## config.mk

```make
export PLATFORM = sky130hd
export DESIGN_NAME = uart_tx_arbiter_flat
export DESIGN_NICKNAME = d
export VERILOG_FILES = /design/src/rtl/uart_tx_arbiter_pkg.sv /design/src/rtl/uart_tx_arbiter_if.sv /design/src/rtl/uart_tx_arbiter_rr_picker.sv /design/src/rtl/uart_tx_arbiter.sv /design/src/flat_wrapper.sv
export SDC_FILE = /design/constraint.sdc
export NUM_CORES = 1
export LEC_CHECK = 0
export BUFFER_PORTS_ARGS = -buffer_cell sky130_fd_sc_hd__buf_2
export CAP_MARGIN = 0
export CORE_MARGIN = 2
export CORE_UTILIZATION = 31
export CTS_BUF_LIST = sky130_fd_sc_hd__clkbuf_8
export DETAILED_ROUTE_END_ITERATION = 8
export HOLD_SLACK_MARGIN = 0.05
export PLACE_DENSITY = 0.61
export SLEW_MARGIN = 25
export SYNTH_ARGS = -nofsm -noshare
export SYNTH_HDL_FRONTEND = slang
export SYNTH_SLANG_ARGS = --single-unit
```

## constraint.sdc

```tcl
create_clock -name CLK -period 2.5 [get_ports CLK]
set_clock_uncertainty 0.15 [all_clocks]
set_input_delay 0.625 -clock CLK [delete_from_list [all_inputs] [get_ports CLK]]
set_output_delay 0.625 -clock CLK [all_outputs]
set_load 0.05 [all_outputs]
```

## src/rtl/uart_tx_arbiter_pkg.sv

```systemverilog
// Shared types and constants for the UART transmit arbiter.
// Holds the FSM state encoding, the byte width, the default pacing values
// and the small index helpers used by the round-robin logic.
package uart_tx_arbiter_pkg;

  localparam int BYTE_W          = 8;
  localparam int DEF_GAP_CYCLES  = 16;
  localparam int DEF_ACK_TIMEOUT = 255;

  typedef enum logic [2:0] {
    S_IDLE      = 3'd0,
    S_LOAD      = 3'd1,
    S_STROBE    = 3'd2,
    S_WAIT_BUSY = 3'd3,
    S_WAIT_DONE = 3'd4,
    S_GAP       = 3'd5
  } arb_state_e;

  // (idx + k) mod n, for walking the requesters cyclically from a pointer
  function automatic int rr_add(input int idx, input int k, input int n);
    return (idx + k) % n;
  endfunction

  // Index that follows idx in cyclic order
  function automatic int rr_next(input int idx, input int n);
    return rr_add(idx, 1, n);
  endfunction

  function automatic int max2(input int a, input int b);
    return (a > b) ? a : b;
  endfunction

endpackage

```

## src/rtl/uart_tx_arbiter_if.sv

```systemverilog
// Requester and transmitter side signals of the UART transmit arbiter.
// req_data is packed so requester i owns bits [8i+7:8i].
interface uart_tx_arbiter_if
  import uart_tx_arbiter_pkg::*;
#(
  parameter int N_REQ = 2
);

  logic [N_REQ-1:0]             req_valid;
  logic [N_REQ-1:0][BYTE_W-1:0] req_data;
  logic [N_REQ-1:0]             req_last;
  logic [N_REQ-1:0]             req_ready;
  logic [BYTE_W-1:0]            tx_data;
  logic                         tx_wr;
  logic                         tx_busy;
  logic [N_REQ-1:0]             grant;
  logic                         tx_timeout;

  // Requesters plus the uarttx busy line
  modport master (
    output req_valid, req_data, req_last, tx_busy,
    input  req_ready, tx_data, tx_wr, grant, tx_timeout
  );

  // The arbiter itself
  modport slave (
    input  req_valid, req_data, req_last, tx_busy,
    output req_ready, tx_data, tx_wr, grant, tx_timeout
  );

endinterface

```

## src/rtl/uart_tx_arbiter_rr_picker.sv

```systemverilog
// Combinational round-robin selector: returns the first asserted request
// at or after the pointer, searching cyclically, as one-hot and as index.
module uart_tx_arbiter_rr_picker
  import uart_tx_arbiter_pkg::*;
#(
  parameter int N_REQ = 2,
  parameter int PTR_W = 1
)(
  input  logic [N_REQ-1:0] i_req,
  input  logic [PTR_W-1:0] i_ptr,
  output logic [N_REQ-1:0] o_gnt,
  output logic [PTR_W-1:0] o_idx,
  output logic             o_any
);

  // Walk from the pointer; the first hit wins and masks later ones
  always_comb begin
    int j;
    o_gnt = '0;
    o_idx = '0;
    o_any = 1'b0;
    j     = 0;
    for (int k = 0; k < N_REQ; k++) begin
      j = rr_add(int'(i_ptr), k, N_REQ);
      if (!o_any && i_req[PTR_W'(j)]) begin
        o_any              = 1'b1;
        o_gnt[PTR_W'(j)]   = 1'b1;
        o_idx              = PTR_W'(j);
      end
    end
  end

endmodule

```

## src/rtl/uart_tx_arbiter.sv

```systemverilog
// Shares one uarttx byte transmitter between N_REQ packet sources.
// A requester is granted for a whole packet; each byte is strobed once,
// then paced by the transmitter's busy line (with a timeout in case busy
// never rises) followed by a fixed idle gap. Packet ends rotate priority.
module uart_tx_arbiter
  import uart_tx_arbiter_pkg::*;
#(
  parameter int N_REQ       = 2,
  parameter int GAP_CYCLES  = DEF_GAP_CYCLES,
  parameter int ACK_TIMEOUT = DEF_ACK_TIMEOUT
)(
  input  logic            CLK,
  input  logic            RST,
  uart_tx_arbiter_if.slave bus
);

  localparam int PTR_W   = (N_REQ > 1) ? $clog2(N_REQ) : 1;
  localparam int CNT_MAX = max2(ACK_TIMEOUT, GAP_CYCLES);
  localparam int CNT_W   = $clog2(CNT_MAX + 1);

  localparam logic [CNT_W-1:0] ACK_LAST = CNT_W'(ACK_TIMEOUT - 1);
  localparam logic [CNT_W-1:0] GAP_LAST = CNT_W'(GAP_CYCLES - 1);
  localparam logic [CNT_W-1:0] CNT_SAT  = {CNT_W{1'b1}};

  arb_state_e         r_state;
  arb_state_e         w_state_nxt;
  logic [N_REQ-1:0]   r_grant;
  logic [PTR_W-1:0]   r_owner;
  logic [PTR_W-1:0]   r_ptr;
  logic [CNT_W-1:0]   r_cnt;
  logic [BYTE_W-1:0]  r_tx_data;
  logic               r_last;

  logic [N_REQ-1:0]   w_pick_gnt;
  logic [PTR_W-1:0]   w_pick_idx;
  logic               w_pick_any;
  logic               w_owner_vld;

  logic               w_grant_set;
  logic               w_accept;
  logic               w_cnt_clr;
  logic               w_cnt_inc;
  logic               w_pkt_done;
  logic               w_tx_wr;
  logic               w_timeout;
  logic [N_REQ-1:0]   w_req_ready;

  uart_tx_arbiter_rr_picker #(
    .N_REQ (N_REQ),
    .PTR_W (PTR_W)
  ) u_pick (
    .i_req (bus.req_valid),
    .i_ptr (r_ptr),
    .o_gnt (w_pick_gnt),
    .o_idx (w_pick_idx),
    .o_any (w_pick_any)
  );

  // Only the granted requester can hand over a byte while the packet lock holds
  assign w_owner_vld = |(bus.req_valid & r_grant);

  // State register
  always_ff @(posedge CLK or posedge RST) begin
    if (RST) r_state <= S_IDLE;
    else     r_state <= w_state_nxt;
  end

  // Next-state and per-state control strobes
  always_comb begin
    w_state_nxt = r_state;
    w_grant_set = 1'b0;
    w_accept    = 1'b0;
    w_cnt_clr   = 1'b0;
    w_cnt_inc   = 1'b0;
    w_pkt_done  = 1'b0;
    w_tx_wr     = 1'b0;
    w_timeout   = 1'b0;
    w_req_ready = '0;
    case (r_state)
      S_IDLE: begin
        if (w_pick_any) begin
          w_grant_set = 1'b1;
          w_state_nxt = S_LOAD;
        end
      end
      S_LOAD: begin
        // Owner may stall between bytes; grant is held meanwhile
        if (w_owner_vld) begin
          w_accept    = 1'b1;
          w_req_ready = r_grant;
          w_state_nxt = S_STROBE;
        end
      end
      S_STROBE: begin
        w_tx_wr     = 1'b1;
        w_cnt_clr   = 1'b1;
        w_state_nxt = S_WAIT_BUSY;
      end
      S_WAIT_BUSY: begin
        // Busy seen before the strobe is ignored; only the rise after it counts
        if (bus.tx_busy) begin
          w_state_nxt = S_WAIT_DONE;
        end else if (r_cnt == ACK_LAST) begin
          w_timeout   = 1'b1;
          w_cnt_clr   = 1'b1;
          w_state_nxt = S_GAP;
        end else begin
          w_cnt_inc   = 1'b1;
        end
      end
      S_WAIT_DONE: begin
        if (!bus.tx_busy) begin
          w_cnt_clr   = 1'b1;
          w_state_nxt = S_GAP;
        end
      end
      S_GAP: begin
        if (r_cnt == GAP_LAST) begin
          w_cnt_clr = 1'b1;
          if (r_last) begin
            w_pkt_done  = 1'b1;
            w_state_nxt = S_IDLE;
          end else begin
            w_state_nxt = S_LOAD;
          end
        end else begin
          w_cnt_inc = 1'b1;
        end
      end
      default: begin
        w_state_nxt = S_IDLE;
      end
    endcase
  end

  // Grant ownership and round-robin pointer; finisher drops to lowest priority
  always_ff @(posedge CLK or posedge RST) begin
    if (RST) begin
      r_grant <= '0;
      r_owner <= '0;
      r_ptr   <= '0;
    end else if (w_grant_set) begin
      r_grant <= w_pick_gnt;
      r_owner <= w_pick_idx;
    end else if (w_pkt_done) begin
      r_grant <= '0;
      r_ptr   <= PTR_W'(rr_next(int'(r_owner), N_REQ));
    end
  end

  // Shared timeout / gap counter, saturating rather than wrapping
  always_ff @(posedge CLK or posedge RST) begin
    if (RST)                             r_cnt <= '0;
    else if (w_cnt_clr)                  r_cnt <= '0;
    else if (w_cnt_inc && r_cnt != CNT_SAT) r_cnt <= r_cnt + CNT_W'(1);
  end

  // Byte and end-of-packet capture; tx_data holds until the next capture
  always_ff @(posedge CLK or posedge RST) begin
    if (RST) begin
      r_tx_data <= '0;
      r_last    <= 1'b0;
    end else if (w_accept) begin
      r_tx_data <= bus.req_data[r_owner];
      r_last    <= bus.req_last[r_owner];
    end
  end

  assign bus.grant      = r_grant;
  assign bus.tx_data    = r_tx_data;
  assign bus.tx_wr      = w_tx_wr;
  assign bus.req_ready  = w_req_ready;
  assign bus.tx_timeout = w_timeout;

endmodule

```

## src/flat_wrapper.sv

```systemverilog
// flat-port wrapper written by rule: the top's interface ports become plain ports
module uart_tx_arbiter_flat import uart_tx_arbiter_pkg::*;
#(
  parameter int N_REQ       = 2,
  parameter int GAP_CYCLES  = DEF_GAP_CYCLES,
  parameter int ACK_TIMEOUT = DEF_ACK_TIMEOUT
)
  (CLK, RST, bus_req_valid, bus_req_data, bus_req_last, bus_tx_busy, bus_req_ready, bus_tx_data, bus_tx_wr, bus_grant, bus_tx_timeout);
  uart_tx_arbiter_if #(.N_REQ(N_REQ)) bus_i ();
  input  logic CLK;
  input  logic RST;
  input wire logic [$bits(bus_i.req_valid)-1:0] bus_req_valid;
  input wire logic [$bits(bus_i.req_data)-1:0] bus_req_data;
  input wire logic [$bits(bus_i.req_last)-1:0] bus_req_last;
  input wire logic [$bits(bus_i.tx_busy)-1:0] bus_tx_busy;
  output wire logic [$bits(bus_i.req_ready)-1:0] bus_req_ready;
  output wire logic [$bits(bus_i.tx_data)-1:0] bus_tx_data;
  output wire logic [$bits(bus_i.tx_wr)-1:0] bus_tx_wr;
  output wire logic [$bits(bus_i.grant)-1:0] bus_grant;
  output wire logic [$bits(bus_i.tx_timeout)-1:0] bus_tx_timeout;
  assign bus_i.req_valid = bus_req_valid;
  assign bus_i.req_data = bus_req_data;
  assign bus_i.req_last = bus_req_last;
  assign bus_i.tx_busy = bus_tx_busy;
  assign bus_req_ready = bus_i.req_ready;
  assign bus_tx_data = bus_i.tx_data;
  assign bus_tx_wr = bus_i.tx_wr;
  assign bus_grant = bus_i.grant;
  assign bus_tx_timeout = bus_i.tx_timeout;
  uart_tx_arbiter #(.N_REQ(N_REQ), .GAP_CYCLES(GAP_CYCLES), .ACK_TIMEOUT(ACK_TIMEOUT)) u_core (.CLK(CLK), .RST(RST), .bus(bus_i));
endmodule
```

; Word-level counts from Yosys, hierarchy flattened
; Index checks and enable logic that the tools add are counted.
[totals]
inputBits = 23
ramBits = 0
register_bits = 24
elab_cells = 92
mem_bits_ro = 0
latchBits = 0
n_memories = 0
output_inout_bits = 14
[classes]
div = 0
add_sub_neg = 3
bitwise_logic = 3
n_shift = 0
mux = 50
order_cmp = 5
eq_ne = 13
n_mul = 0
n_reduce_logical = 11
[op_table]
columns = cell, n
row1 = $mux W8, 4
row2 = $mux W1, 29
row3 = $mux W3, 6
row4 = $pmux W3 S6, 1
row5 = $mux W2, 6
row6 = $add A8 B1 Y8 const B, 1
row7 = $eq A8 B4 Y1 const B, 1
row8 = $eq A8 B8 Y1 const B, 1
row9 = $ne A8 B8 Y1 const B, 1
row10 = $eq A3 B2 Y1 const B, 2
row11 = $eq A3 B3 Y1 const B, 2
row12 = $lt A1 B3 Y1 const B, 2
row13 = $reduce_and A5 Y1, 1
row14 = $logic_and A1 B1 Y1, 4
row15 = $ne A2 B1 Y1 const B, 2
row16 = $ne A2 B2 Y1 const B, 2
row17 = $pmux W1 S4, 1
row18 = $reduce_bool A2 Y1, 2
row19 = $eq A3 B1 Y1 const B, 1
row20 = $logic_not A3 Y1, 1
row21 = $ne A3 B2 Y1 const B, 1
row22 = $add A1 B1 Y1 const B, 2
row23 = $and A2 B2 Y2, 1
row24 = $demux W1 S1, 2
row25 = 8 further kinds, 9

; Logic depth before layout (Yosys ltp)
[logic_depth]
ltp_word = 11
ltp_mapped = 7
ltp_nobuf = 7

; Cells and area by module
; Synthesis repeated with hierarchy kept, for this count alone.
[hier_totals]
hier_cells = 151
hier_area_um2 = 1447.6
[modules_own_cells]
columns = module, instances, area_per_inst_um2, cells_each
row1 = uart_tx_arbiter, 1, 1412.6, 146
row2 = uart_tx_arbiter_rr_picker, 1, 35.0, 5

; Worst setup path before layout
; No wires, ideal clock.
[synth_path]
kind = register to output
start = register u_core.r_grant[0] (netlist: u_core.bus.grant[0])
end = output port bus_req_ready[0]
path_stages_with_launch = 4
arrival_ns = 1.951
path_slack_ns = -0.226
required_ns = 1.725
path_buffers = 1
cell_sequence = dfrtp_1 -> nand2_1 -> nor4b_4 -> clkbuf_1
[synth_via]
elab_chain_cells = 4
[synth_lines]
columns = item, line_no
row1 = from (decl), uart_tx_arbiter.sv:27  ; logic [N_REQ-1:0] r_grant;
row2 = from (signal assigned), uart_tx_arbiter.sv:143  ; r_grant <= w_pick_gnt;
row3 = $and A2 B2 Y2, uart_tx_arbiter.sv:60  ; assign w_owner_vld = |(bus.req_valid & r_grant);
row4 = $reduce_or A2 Y1, uart_tx_arbiter.sv:60
row5 = $mux W2 *, uart_tx_arbiter.sv:88  ; if (w_owner_vld) begin
row6 = $mux W2 *, uart_tx_arbiter.sv:79  ; case (r_state)
row7 = to (decl), flat_wrapper.sv:16  ; output wire logic [$bits(bus_i.req_ready)-1:0] bus_req_ready;
; Mark *: on every way between the ends. The rest lies on a longest branch, timed or not.

; Final worst setup path
[layout_path]
start = register u_core.r_state[0]
end = output port bus_req_ready[0]
[layout_via]
elab_chain_cells = 2
[layout_lines]
columns = item, line_no
row1 = from (decl), uart_tx_arbiter.sv:25  ; arb_state_e r_state;
row2 = from (signal assigned), uart_tx_arbiter.sv:65  ; else r_state <= w_state_nxt;
row3 = $eq A3 B1 Y1, uart_tx_arbiter.sv:79
row4 = $mux W2, uart_tx_arbiter.sv:79
; No other way between the ends.

==> summary.txt <==
status - finished clean
Routed wire per std cell - 12.2 um
adder-cell share of the synthesized area - 0.0188
Vias/cell - 4.89
fmax - 0.423 GHz
hold buffer count at cts - 0
largest net degree at the start of global routing - 24
TritonCTS Buffers - 3
RR Startpoint - u_core.r_cnt[0]$_DFFE_PP0P_
Die Width - 69.6 um
first-pass GRT wire length - 4.78 mm
post-route ant nets - 0
top-count cell post-synth - dfrtp_1
Max clock buf depth - 2
Sinks on Clock Net - 23
Post-CTS Resized - 0
Post-synth top cells - 23 x dfrtp_1, 17 x nor2_1, 13 x a21oi_1, 13 x mux2i_1, 9 x nand2_1
P_leak - 0.700 nW
core area - 4060 sq um
post-CTS setup buffer count - 0
Post-synth EDFFs - 0
Initial Util - 0.329
GRT Total Usage - 0.121
worst setup margin - 0.137 ns
H-tree levels - 1
CP endpoint - bus_req_ready[0]
# rows - 23
Nets - 197
Seq/Total Area, Yosys - 0.432
port bufs - 33
VDD IR-drop max - 0.371 mV
DRC Markers - 0
CTS tree - yes
Synth Area in Compound Gates - 0.163
Req. time, crit path - 1.73 ns
top cell type's share of synthesized area - 0.432
endpoint type of the worst setup path - primary output
cell area after synthesis - 1330 sq um
Setup Slack @ Placement - 0.241 ns
Clock Root Buffer - clkbuf_8
vias - 1080
synthesized area per cell - 9.74 sq um
R2R setup slack - 0.31 ns
final wirelength - 2.71 mm
grt total ovfl - 0
routability-driven placement congestion ratio - 0.819
Unique masters post-synth - 36
Synth Area in Simple Gates - 0.193
synth warn - 0
number of cells produced by synthesis - 137
CP Launch Point - u_core.r_state[0]$_DFFE_PP0P_
Max transition margin - 0.589
Post-DP HPWL - 2.07 mm
setup_tns - 0 ns
synthesis-stage register bit count - 23
initial antenna violation count - 0
# setup viols final - 0
Hold Crit Class - primary input to asynchronous set/reset pin
pwr dens - 1060 nW/um^2
top_reg_cell synth - dfrtp_1
CP arrival - 1.59 ns
mux share of post-synthesis cell area - 0.0976
area leader, netlist - dfrtp_1
worst r2r dst - u_core.r_cnt[7]$_DFFE_PP0P_
RSZ-0062 raised after global routing - no
Final Hold Viols - 0
part of the cycle the worst path needs - 0.945
CP Max Fanout - 10
measured slew at the worst slew-check pin - 0.612 ns
Pins Over Slew Limit - 0
largest family of logic cells by synthesized area - simple AND/OR/NAND/NOR gates
post-synthesis xor/xnor area fraction - 0.0394
die area - 4840 sq um
n_diodes - 0
clock-pin slew on the worst setup and hold paths - 0.09 ns
vias in the first global route - 1048
Top Ports - 37
Area Growth Syn to Fin - 19.3%
first-pass detailed-route iteration total - 4
WS Path Type - flip-flop to primary output
# Max-Cap Violations - 0
Die Y - 69.6 um
worst-skew pair later-pin latency - 0.27 ns
fin crit period - 2.36 ns
Synth area leaders - dfrtp_1 43%, mux2i_1 9.8%, a21oi_1 4.9%, nor2_1 4.8%, xnor2_1 3.3%
CP startpoint kind - flip-flop
ys async rst share - 1.00
First DRT Iteration DRCs - 90
layout cells sized above 1 - 0.281
R2R cell count - 6
==> power breakdown <==
part,internal (mW),switching (mW)
combinational,0.244,0.576
sequential,0.493,0.136
clock,0.113,0.126
total,0.850,0.838
==> cells by family (layout without fill, tap and decap cells) <==
logic type	Yosys count	count (layout)
and+or+nand+nor	47	47
adders and majority gates	2	2
buffers and inverters	14	47
xor gates and xnor gates	6	6
muxes	13	13
AOI/OAI and AO/OA	31	31
DFF	23	23
other	1	2
==> critical path, stage by stage, from the launching register on <==
cell and delay (ns):
dfrtp_1 0.53, nand2_1 0.16, nor4b_4 0.30, buf_2 0.32
==> area by class of cell <==
| type | count | area, sq um |
|---|---|---|
| multi-input cells | 101 | 691 |
| clock buffers | 3 | 41.3 |
| clock inverters | 1 | 7.51 |
| flip-flops and latches | 23 | 576 |
| well taps | 50 | 62.6 |
| fillers | 424 | 2470 |
| repair buffers | 36 | 188 |
| inverters | 7 | 26.3 |
==> state kept, by name, summed over array words and instances, names as in the netlist <==
register and count:
u_core.bus.tx_data 8, u_core.r_cnt 8, u_core.bus.grant 1, u_core.r_owner 1
u_core.r_ptr 1, u_core.r_last 1, u_core.r_state 3
==> placed cells by master (no fill, tap or decap), types with 2 or more instances in the layout <==
cell type  count
conb_1         2
a21oi_1       13
a211oi_1       3
nand4_1        2
mux2i_1       13
ha_1           2
o21ai_0        4
clkbuf_8       3
and3_1         2
dfrtp_1       23
nand2_1        9
o21ai_1        2
inv_1          7
xnor2_1        5
buf_2         33
o21ai_4        2
nor2_1        17
nand3_1        8
buf_4          3
a2111oi_1      2
==> per-stage QoR <==
step | util | power (mW) | instances | hold WS [ns] | cell area, sq um
floorplan | - | 1.29 | 138 | 0.292 | 1340
global placement | 0.380 | 1.45 | 217 | 0.302 | 1540
detailed placement | 0.380 | 1.46 | 217 | 0.308 | 1540
CTS | 0.392 | 1.71 | 221 | 0.237 | 1590
global route | 0.392 | 1.82 | 221 | 0.260 | 1590
finish | 0.392 | 1.69 | 221 | 0.228 | 1590
==> how the worst min path moves through the flow <==
stage	to	slack [ns]
final	u_core.r_cnt[7]$_DFFE_PP0P_	0.23
after CTS	u_core.bus.tx_data[3]$_DFFE_PP0P_	0.24
after global routing	u_core.r_cnt[7]$_DFFE_PP0P_	0.26
after global placement	u_core.bus.grant[0]$_DFFE_PP0P_	0.30
after detailed placement	u_core.bus.grant[0]$_DFFE_PP0P_	0.31
after floorplan	u_core.bus.grant[0]$_DFFE_PP0P_	0.29
==> metal layers <==
metal	vias up	track usage	part of all wire
met5	-	0	0
met4	0	0.0458	0.0052
met3	2	0.0189	0.022
met2	14	0.196	0.50
met1	512	0.161	0.48
li1	552	-	-
No activity file was read; power rests on OpenSTA's default activity.
